$ cat src/rtl/cnn_pkg.sv
// cnn_pkg: shared FSM encoding and sizing helpers for the OFM write path.
package cnn_pkg;
  typedef enum logic [1:0] {IDLE, RUN, DRAIN, DONE} state_e;
  function automatic int total_words(input int co, input int ofm);
    return co * ofm * ofm;
  endfunction
  function automatic int clog2(input int v);
    int r;
    r = 0;
    while ((1 << r) < v) r++;
    return r;
  endfunction
endpackage

$ cat src/rtl/ofm_fifo.sv
// ofm_fifo: synchronous FIFO with flush; caller must not push when full unless popping.
module ofm_fifo
  import cnn_pkg::*;
#(
  parameter int DATA_W = 16,
  parameter int DEPTH  = 8
) (
  input  logic              clk_i,
  input  logic              rst_ni,
  input  logic              flush_i,
  input  logic              push_i,
  input  logic              pop_i,
  input  logic [DATA_W-1:0] din_i,
  output logic [DATA_W-1:0] dout_o,
  output logic              full_o,
  output logic              empty_o
);
  localparam int PW = clog2(DEPTH);
  logic [DATA_W-1:0] mem_q [DEPTH];
  logic [PW:0] wr_q, rd_q;
  assign dout_o  = mem_q[rd_q[PW-1:0]];
  assign empty_o = wr_q == rd_q;
  assign full_o  = (wr_q[PW] != rd_q[PW]) && (wr_q[PW-1:0] == rd_q[PW-1:0]);
  always_ff @(posedge clk_i)
    if (push_i && !flush_i) mem_q[wr_q[PW-1:0]] <= din_i;
  always_ff @(posedge clk_i or negedge rst_ni)
    if (!rst_ni) begin
      wr_q <= '0;
      rd_q <= '0;
    end else if (flush_i) begin
      wr_q <= '0;
      rd_q <= '0;
    end else begin
      wr_q <= wr_q + (PW+1)'(push_i);
      rd_q <= rd_q + (PW+1)'(pop_i);
    end
endmodule

$ cat src/rtl/ofm_writer.sv
// ofm_writer: buffers result words and writes them to OFM SRAM at filter/row/column-major addresses.
// Define OFM_RELU_EN to write negative words as zero.
module ofm_writer
  import cnn_pkg::*;
#(
  parameter int OFM_SIZE   = 16,
  parameter int CO         = 4,
  parameter int DATA_W     = 16,
  parameter int ADDR_W     = 12,
  parameter int FIFO_DEPTH = 8
) (
  input  logic              clk1,
  input  logic              rst_n,
  input  logic              start_conv,
  input  logic              end_conv,
  input  logic              out_valid,
  input  logic [DATA_W-1:0] out_data,
  output logic              mem_wr_en,
  output logic [ADDR_W-1:0] mem_addr,
  output logic [DATA_W-1:0] mem_wdata,
  input  logic              mem_ready,
  output logic              busy,
  output logic              done,
  output logic              overflow,
  output logic              incomplete
);
  localparam int SW = clog2(OFM_SIZE + 1);
  localparam int FW = clog2(CO + 1);
  state_e st_q, st_d;
  logic wr_en_q, wr_en_d, ovf_q, ovf_d, inc_q, inc_d;
  logic [ADDR_W-1:0] addr_q, addr_d;
  logic [DATA_W-1:0] wdata_q, wdata_d, fifo_dout, head;
  logic [SW-1:0] col_q, col_d, row_q, row_d;
  logic [FW-1:0] flt_q, flt_d;
  logic active, accept, col_wrap, row_wrap, fin, pop, push, drop, flush, full, empty;
  ofm_fifo #(.DATA_W(DATA_W), .DEPTH(FIFO_DEPTH)) u_fifo (
    .clk_i(clk1), .rst_ni(rst_n), .flush_i(flush), .push_i(push), .pop_i(pop),
    .din_i(out_data), .dout_o(fifo_dout), .full_o(full), .empty_o(empty)
  );
`ifdef OFM_RELU_EN
  assign head = fifo_dout[DATA_W-1] ? '0 : fifo_dout;
`else
  assign head = fifo_dout;
`endif
  // fin marks the acceptance of the last word of the map; nothing is popped after it
  always_comb begin
    active   = st_q == RUN || st_q == DRAIN;
    accept   = wr_en_q && mem_ready;
    col_wrap = col_q == SW'(OFM_SIZE - 1);
    row_wrap = row_q == SW'(OFM_SIZE - 1);
    fin      = active && accept && col_wrap && row_wrap && flt_q == FW'(CO - 1);
    pop      = active && !start_conv && !empty && (!wr_en_q || mem_ready) && !fin;
    push     = active && !start_conv && out_valid && (!full || pop);
    drop     = active && !start_conv && out_valid && full && !pop;
    st_d     = start_conv ? RUN :
               st_q == RUN ? (fin ? DONE : end_conv ? DRAIN : RUN) :
               st_q == DRAIN ? ((fin || (empty && !wr_en_q)) ? DONE : DRAIN) :
               st_q == DONE ? IDLE : st_q;
    flush    = start_conv || st_d == DONE;
    ovf_d    = start_conv ? 1'b0 : ovf_q | drop | (fin & (!empty | push));
    inc_d    = start_conv ? 1'b0 : inc_q | (st_q == DRAIN && st_d == DONE && !fin);
    wr_en_d  = start_conv ? 1'b0 : pop ? 1'b1 : accept ? 1'b0 : wr_en_q;
    wdata_d  = start_conv ? '0 : pop ? head : wdata_q;
    addr_d   = start_conv ? '0 : accept ? addr_q + ADDR_W'(1) : addr_q;
    col_d    = start_conv ? '0 : accept ? (col_wrap ? '0 : col_q + SW'(1)) : col_q;
    row_d    = start_conv ? '0 : (accept && col_wrap) ? (row_wrap ? '0 : row_q + SW'(1)) : row_q;
    flt_d    = start_conv ? '0 : (accept && col_wrap && row_wrap) ? flt_q + FW'(1) : flt_q;
  end
  always_ff @(posedge clk1 or negedge rst_n)
    if (!rst_n) begin
      st_q    <= IDLE;
      wr_en_q <= 1'b0;
      wdata_q <= '0;
      addr_q  <= '0;
      col_q   <= '0;
      row_q   <= '0;
      flt_q   <= '0;
      ovf_q   <= 1'b0;
      inc_q   <= 1'b0;
    end else begin
      st_q    <= st_d;
      wr_en_q <= wr_en_d;
      wdata_q <= wdata_d;
      addr_q  <= addr_d;
      col_q   <= col_d;
      row_q   <= row_d;
      flt_q   <= flt_d;
      ovf_q   <= ovf_d;
      inc_q   <= inc_d;
    end
  assign mem_wr_en  = wr_en_q;
  assign mem_addr   = addr_q;
  assign mem_wdata  = wdata_q;
  assign busy       = active;
  assign done       = st_q == DONE;
  assign overflow   = ovf_q;
  assign incomplete = inc_q;
endmodule

$ cat config.mk
export PLATFORM = sky130hd
export DESIGN_NAME = ofm_writer
export DESIGN_NICKNAME = d
export VERILOG_FILES = /design/src/rtl/cnn_pkg.sv /design/src/rtl/ofm_fifo.sv /design/src/rtl/ofm_writer.sv
export SDC_FILE = /design/constraint.sdc
export NUM_CORES = 1
export LEC_CHECK = 0
export CORE_MARGIN = 8
export CORE_UTILIZATION = 44
export DETAILED_ROUTE_END_ITERATION = 8
export REMOVE_ABC_BUFFERS = 1
export SYNTH_ARGS = -nofsm -noshare
export SYNTH_HDL_FRONTEND = slang
export SYNTH_SLANG_ARGS = --single-unit
$ cat constraint.sdc
create_clock -name clk1 -period 4.1 [get_ports clk1]
set_input_delay 0.41 -clock clk1 [delete_from_list [all_inputs] [get_ports clk1]]
set_output_delay 0.41 -clock clk1 [all_outputs]
set_load 0.005 [all_outputs]
# ---- After elaboration in Yosys (flattened, before gate mapping)
# Memory sizes are Yosys's and may differ from the RTL's.
# Cells that the tools add are included.
dict set report classes {
  n_addsub 6
  eq_ne 10
  n_mux 28
  bitwise_logic 5
  reduce_logical 37
}
# operator n
set op_table {}
lappend op_table {{2-to-1 mux 16 bit} 2}
lappend op_table {{2-to-1 mux 5 bit} 6}
lappend op_table {{2-to-1 mux 12 bit} 2}
lappend op_table {{logical AND 1 bit} 20}
lappend op_table {{adder 12 x 1 -> 12 bit, second input constant} 1}
lappend op_table {{2-to-1 mux 2 bit} 6}
lappend op_table {{adder 5 x 1 -> 5 bit, second input constant} 2}
lappend op_table {{== test 5 x 4 -> 1 bit, second input constant} 2}
lappend op_table {{adder 4 x 1 -> 4 bit} 2}
lappend op_table {{2-to-1 mux 1 bit} 8}
lappend op_table {{2-to-1 mux 4 bit} 2}
lappend op_table {{nonzero test 2 bit} 4}
lappend op_table {{logical NOT 1 bit} 7}
lappend op_table {{== test 2 bit, second input constant} 3}
lappend op_table {{2-to-1 mux 3 bit} 2}
lappend op_table {{logical OR 1 bit} 5}
lappend op_table {{== test 4 bit} 1}
lappend op_table {{OR 1 bit} 4}
lappend op_table {{adder 3 x 1 -> 3 bit, second input constant} 1}
lappend op_table {{== test 3 x 2 -> 1 bit, second input constant} 1}
lappend op_table {{== test 3 bit} 1}
lappend op_table {{nonzero test 3 bit} 1}
lappend op_table {{== test 2 x 1 -> 1 bit, second input constant} 1}
lappend op_table {{bitwise AND 1 bit} 1}
lappend op_table {{!= test 1 bit} 1}
dict set report word_totals {
  register_bits 54
  ram_bits 128
  output_inout_bits 33
  wordCells 98
  memories 1
}
# memory words width read_ports rd_clocked_by_memory_dff write_ports line_no
set memory_table {}
lappend memory_table {u_fifo.mem_q 8 16 1 0 1 ofm_fifo.sv:19} ;# logic [DATA_W-1:0] mem_q [DEPTH];

# ---- Depth between registers and ports, before layout
dict set report logic_depth {
  ltp_word 17
  mapped_depth 12
  ltp_nobuf 10
}

# ---- Hierarchy
# From an unflattened synthesis, not the netlist that was laid out.
dict set report hier_totals {
  cells_unflattened 457
  hier_area_um2 7777.5
}
# mod instances cells_each area_per_inst_um2 seq_area_each_um2
set modules_own_cells {}
lappend modules_own_cells {ofm_fifo 1 234 5368.9 4043.9}
lappend modules_own_cells {ofm_writer 1 223 2408.6 1151.1}

# ---- Worst setup path after synthesis
# No wires, ideal clock.
dict set report synth_path {
  path_type {register to register}
  startpoint {register st_q[0]}
  endpoint {memory u_fifo.mem_q[0][0], enable pin}
  setup_time_ns 0.436
  arrival_time_ns 3.176
  required_ns 3.664
  slack_ns 0.488
  path_stages_with_launch 7
  path_buffers 0
  period_less_slack_ns 3.612
  cell_sequence {dfrtp_1 -> inv_1 -> ha_1 -> nor2_1 -> nand2_1 -> o22a_1 -> nor4b_1}
}
dict set report synth_via {
  elab_chain_cells 17
  elab_cells_between_ends 29
  classes_between {eq/ne: 4; mux: 8; reduce/logical: 17}
}
# item line_no
set synth_lines {}
lappend synth_lines {{from (decl)} ofm_writer.sv:29} ;# state_e st_q, st_d;
lappend synth_lines {{from (signal assigned)} ofm_writer.sv:81} ;# st_q <= st_d;
lappend synth_lines {{== test 2 x 1 -> 1 bit / == test 2 bit (equally long branches)} {ofm_writer.sv:47, ofm_writer.sv:56, ofm_writer.sv:57}}
lappend synth_lines {{logical OR 1 bit} ofm_writer.sv:47} ;# active = st_q == RUN || st_q == DRAIN;
lappend synth_lines {{logical AND 1 bit (4 in a row)} ofm_writer.sv:51} ;# fin = active && accept && col_wrap && row_wrap && flt_q == FW'(CO - 1);
lappend synth_lines {{logical OR 1 bit} ofm_writer.sv:57} ;# st_q == DRAIN ? ((fin || (empty && !wr_en_q)) ? DONE : DRAIN) :
lappend synth_lines {{2-to-1 mux 1 bit} ofm_writer.sv:57}
lappend synth_lines {{2-to-1 mux 2 bit} ofm_writer.sv:57}
lappend synth_lines {{2-to-1 mux 2 bit} ofm_writer.sv:56} ;# st_q == RUN ? (fin ? DONE : end_conv ? DRAIN : RUN) :
lappend synth_lines {{2-to-1 mux 2 bit} ofm_writer.sv:55} ;# st_d = start_conv ? RUN :
lappend synth_lines {{== test 2 bit} ofm_writer.sv:59} ;# flush = start_conv || st_d == DONE;
lappend synth_lines {{logical OR 1 bit} ofm_writer.sv:59}
lappend synth_lines {{logical NOT 1 bit} ofm_fifo.sv:25} ;# if (push_i && !flush_i) mem_q[wr_q[PW-1:0]] <= din_i;
lappend synth_lines {{logical AND 1 bit *} ofm_fifo.sv:25}
lappend synth_lines {{2-to-1 mux 1 bit *} ofm_fifo.sv:25}
lappend synth_lines {{2-to-1 mux 1 bit (implied by the code) *} ofm_fifo.sv:25}
lappend synth_lines {{to (decl)} ofm_fifo.sv:19}
# Every way passes the cells marked *; elsewhere a longest branch is shown, timed or not.

# ---- Final worst setup path
dict set report layout_path {
  startpoint {register row_q[0]}
  endpoint {memory u_fifo.mem_q[0][8], enable pin}
}
dict set report layout_via {
  elab_chain_cells 14
  elab_cells_between_ends 19
  classes_between {eq/ne: 2; mux: 7; reduce/logical: 10}
}
# item line_no
set layout_lines {}
lappend layout_lines {{from (decl)} ofm_writer.sv:33} ;# logic [SW-1:0] col_q, col_d, row_q, row_d;
lappend layout_lines {{from (signal assigned)} ofm_writer.sv:86} ;# row_q <= row_d;
lappend layout_lines {{== test 5 x 4 -> 1 bit *} ofm_writer.sv:50} ;# row_wrap = row_q == SW'(OFM_SIZE - 1);
lappend layout_lines {{logical AND 1 bit * (2 in a row)} ofm_writer.sv:51}
lappend layout_lines {{logical OR 1 bit} ofm_writer.sv:57}
lappend layout_lines {{2-to-1 mux 1 bit} ofm_writer.sv:57}
lappend layout_lines {{2-to-1 mux 2 bit} ofm_writer.sv:57}
lappend layout_lines {{2-to-1 mux 2 bit} ofm_writer.sv:56}
lappend layout_lines {{2-to-1 mux 2 bit} ofm_writer.sv:55}
lappend layout_lines {{== test 2 bit} ofm_writer.sv:59}
lappend layout_lines {{logical OR 1 bit} ofm_writer.sv:59}
lappend layout_lines {{logical NOT 1 bit} ofm_fifo.sv:25}
lappend layout_lines {{logical AND 1 bit *} ofm_fifo.sv:25}
lappend layout_lines {{2-to-1 mux 1 bit *} ofm_fifo.sv:25}
lappend layout_lines {{2-to-1 mux 1 bit (implied by the code) *} ofm_fifo.sv:25}
# Marked as above.

==> run_results.csv <==
group,metric,value,unit
power,power.internal,3.58,mW
power,pwr-share-seq,45.5,%
status,status,"complete, no violations",
cells_and_area,layout-drive-gt1-share,18.3,%
cts,cts_tree,"done",
cts,clk_pin_slew,0.06,ns
synthesis,yosys.area.top_type,"edfxtp_1",
cells_and_area,antenna_cells,0,
sta,rsz0062_at_grt,"false",
cts,cts_buffers,17,
power,clockPowerShare,38.4,%
min_path,hold_path_class,"input port to asynchronous set/reset pin",
worst_setup_path,crit_arrival,3.42,ns
placement,io_buffers,54,
synthesis,synth_xor_area_share,2.31,%
floorplan,initial_core_util,44.5,%
cts,holdBufCountCts,0,
floorplan,die_h,147,µm
synthesis,synthMuxAreaShare,13.9,%
cts,clkLatencyLatePin,0.43,ns
sta,hold_violations,0,
cts,cts.sinks,182,
synthesis,synth_fa_ha_area_share,2.14,%
worst_setup_path,crit_fanout,16,
synthesis,synth_top_family_by_area,"multiplexers",
sta,tns,0,ns
sta,worst_pin_slew,1.15,ns
synthesis,synth_seq_cells,182,
cts,cts_buffer_depth,2,
drt,wl,14600,µm
placement,dp_hpwl,9060,µm
sta,layout_min_cycle_time,3.28,ns
worst_setup_path,critPathLaunchType,"flop",
drt,num_vias,3975,
floorplan,boundaryPins,55,
worst_setup_path,crit_required,4.23,ns
sta,slew_viol_final,0,
synthesis,synth_top_area_share,50.7,%
synthesis,synthArstFlopShare,29.7,%
sta,setup_violations,0,
global_route,grt_pass1_wl,23400,µm
drt,post_drt_via_cell_ratio,5.29,
power,vdd_drop_max,371,µV
synthesis,seq_area_frac_synth,68.5,%
sta,relSlewSlack,23.2,%
drt,detail-route-antenna-nets,0,
floorplan,core,17100,µm²
run,drv_cap,0,
placement,globalplace.congestion,0.737,
synthesis,yosys.area_share.simple,8.59,%
power,netSwitchingPower,1.12,mW
cells_and_area,finish.net_count,548,
floorplan,die_w,147,µm
global_route,track_usage,14.1,%
synthesis,yosysWarningCount,0,
synthesis,synth_ff_type,"edfxtp_1",
sta,min_period_over_period,80.1,%
drt,route.detailed.drc,0,
drt,wl_per_cell,19.4,µm
global_route,grt_overflow,0,
sta,max_freq,305,MHz
floorplan,dieArea,21700,µm²
cts,cts_root_buf,"clkbuf_16",
global_route,grt_max_degree,55,
cts,cts_max_level,4,
power,total_power,4.70,mW
synthesis,avgSynthCellArea,16.9,µm²
synthesis,ys_top_cells_by_area,"edfxtp_1 (51%), dfrtp_1 (18%), mux4_2 (9.5%)",
worst_setup_path,crit_type,"flop to flop",
sta,skew,0.00936,ns
sta,holdWs,0.144,ns
drt,drtIter0Drc,183,
cells_and_area,synthToLayoutAreaGrowth,19.8,%
cts,cts_resized,0,
synthesis,netlist_area,7590,µm²
power,p_comb_share,16.1,%
power,p_leak,3.14,nW
synthesis,synthCells,448,
global_route,grt_pass1_vias,4184,
worst_setup_path,end_kind,"flop",
floorplan,rows,48,
synthesis,synth_compound_area_share,2.47,%
drt,firstDrtPassIters,4,
global_route,antenna_found_initial,0,
power,p_sw_share,23.8,%
power,pwr_density_cell,517,nW/µm²
cts,postCtsSetupBuffers,0,
synthesis,ys_types,53,
synthesis,synth_edf_count,128,
cells by family (layout without fill, tap and decap cells):
family	count (synthesis)	count (layout)
flops	182	182
xor+xnor	20	20
buf+inv	31	109
compound gates	28	28
mux	65	65
simple gates	109	109
fa+ha+maj	13	13
final timing paths:
kind / from / to / slack (ns) / depth (start not counted)
max in group asynchronous: rst_n / u_fifo.rd_q[0] / 3.43 / 2
worst min register to register: row_q[3] / row_q[4] / 0.52 / 1
worst min-delay path: rst_n / row_q[4] / 0.14 / 2
min in group clk1: start_conv / row_q[0] / 0.41 / 2
worst max-delay path: row_q[0] / u_fifo.mem_q[0][8] / 0.82 / 7
worst max register to register: row_q[0] / u_fifo.mem_q[0][8] / 0.82 / 7
power groups by stage:
stage               Sequential [mW]  Combinational, mW  Clock [mW]
floorplan                      2.23              0.398           0
global placement               2.17              0.767           0
detailed placement             2.18              0.773           0
CTS                            2.14              0.782        1.84
global route                   2.15              0.831        1.90
finish                         2.14              0.755        1.80
cell usage in the layout (no fill, tap or decap), drive strengths merged, types with 4 or more instances in the layout:
cell type | netlist | routed
edfxtp | 128 | 128
dfrtp | 54 | 54
clkdlybuf4s50 | 0 | 52
mux2i | 33 | 33
mux4 | 32 | 32
nor2 | 26 | 26
nand2b | 22 | 22
clkbuf | 6 | 18
nand2 | 15 | 15
buf | 15 | 15
inv | 10 | 14
ha | 13 | 13
xor2 | 11 | 11
a21oi | 11 | 11
nand3 | 11 | 11
xnor2 | 9 | 9
nor4 | 7 | 7
nor2b | 6 | 6
bufinv | 0 | 5
or3 | 4 | 4
area by class of cell:
cell class	instances	area, µm²
inverters	10	40.0
well taps	225	282
clock buffers	18	439
multi-input cells	235	2280
fillers	1391	7970
repair buffers	67	628
flip-flops and latches	182	5200
clock inverters	14	221
synthesized netlist by cell type, drive strengths merged, types with 2 or more instances:
| cell | n |
|---|---|
| edfxtp | 128 |
| nor4 | 7 |
| clkbuf | 6 |
| o21ai | 3 |
| o22a | 2 |
| nor4b | 2 |
| or3 | 4 |
| a311oi | 2 |
| nand2 | 15 |
| a21oi | 11 |
| inv | 10 |
| and2 | 2 |
| nand4 | 2 |
| dfrtp | 54 |
| xnor2 | 9 |
| ha | 13 |
| xor2 | 11 |
| nor2 | 26 |
| o21a | 2 |
| mux4 | 32 |
| and4 | 2 |
| and3 | 3 |
| nand2b | 22 |
| buf | 15 |
| nand3 | 11 |
| nor2b | 6 |
| mux2i | 33 |
| nand4b | 2 |
through the flow:
| stage | utilization [%] | cells | setup WS [ns] | instance area (µm²) |
|---|---|---|---|---|
| 2_1_floorplan | - | 427 | -0.562 | 7460 |
| 3_3_place_gp | 49.4 | 719 | 0.704 | 8430 |
| 3_5_place_dp | 49.4 | 719 | 0.618 | 8430 |
| 4_1_cts | 53.3 | 751 | 0.724 | 9090 |
| 5_1_grt | 53.3 | 751 | 0.511 | 9090 |
| 6_report | 53.3 | 751 | 0.818 | 9090 |
metal layers:
layer / vias to the layer above / part of all wire (%) / track usage, %
met3: 14 / 3.9 / 3.48
li1: 1833 / - / -
met2: 73 / 49 / 23.6
met5: - / 0 / 0
met1: 2055 / 46 / 17.6
met4: 0 / 1.2 / 4.84
worst max-delay path, cell delays in order (launching register included):
cell	delay (ns)
dfrtp_1	0.41
ha_1	0.24
nand4b_1	0.24
nor4_2	0.13
o21a_1	0.13
o32a_2	0.52
nor4b_2	0.99
buf_4	0.33
sequential cells by signal, summed over array words and instances, names as in the netlist:
register / flops
col_q: 5
flt_q: 3
incomplete: 1
mem_addr: 12
mem_wdata: 16
mem_wr_en: 1
overflow: 1
row_q: 5
st_q: 2
u_fifo.mem_q: 128
u_fifo.rd_q: 4
u_fifo.wr_q: 4
Note: power is estimated with default switching activity, not from simulation.
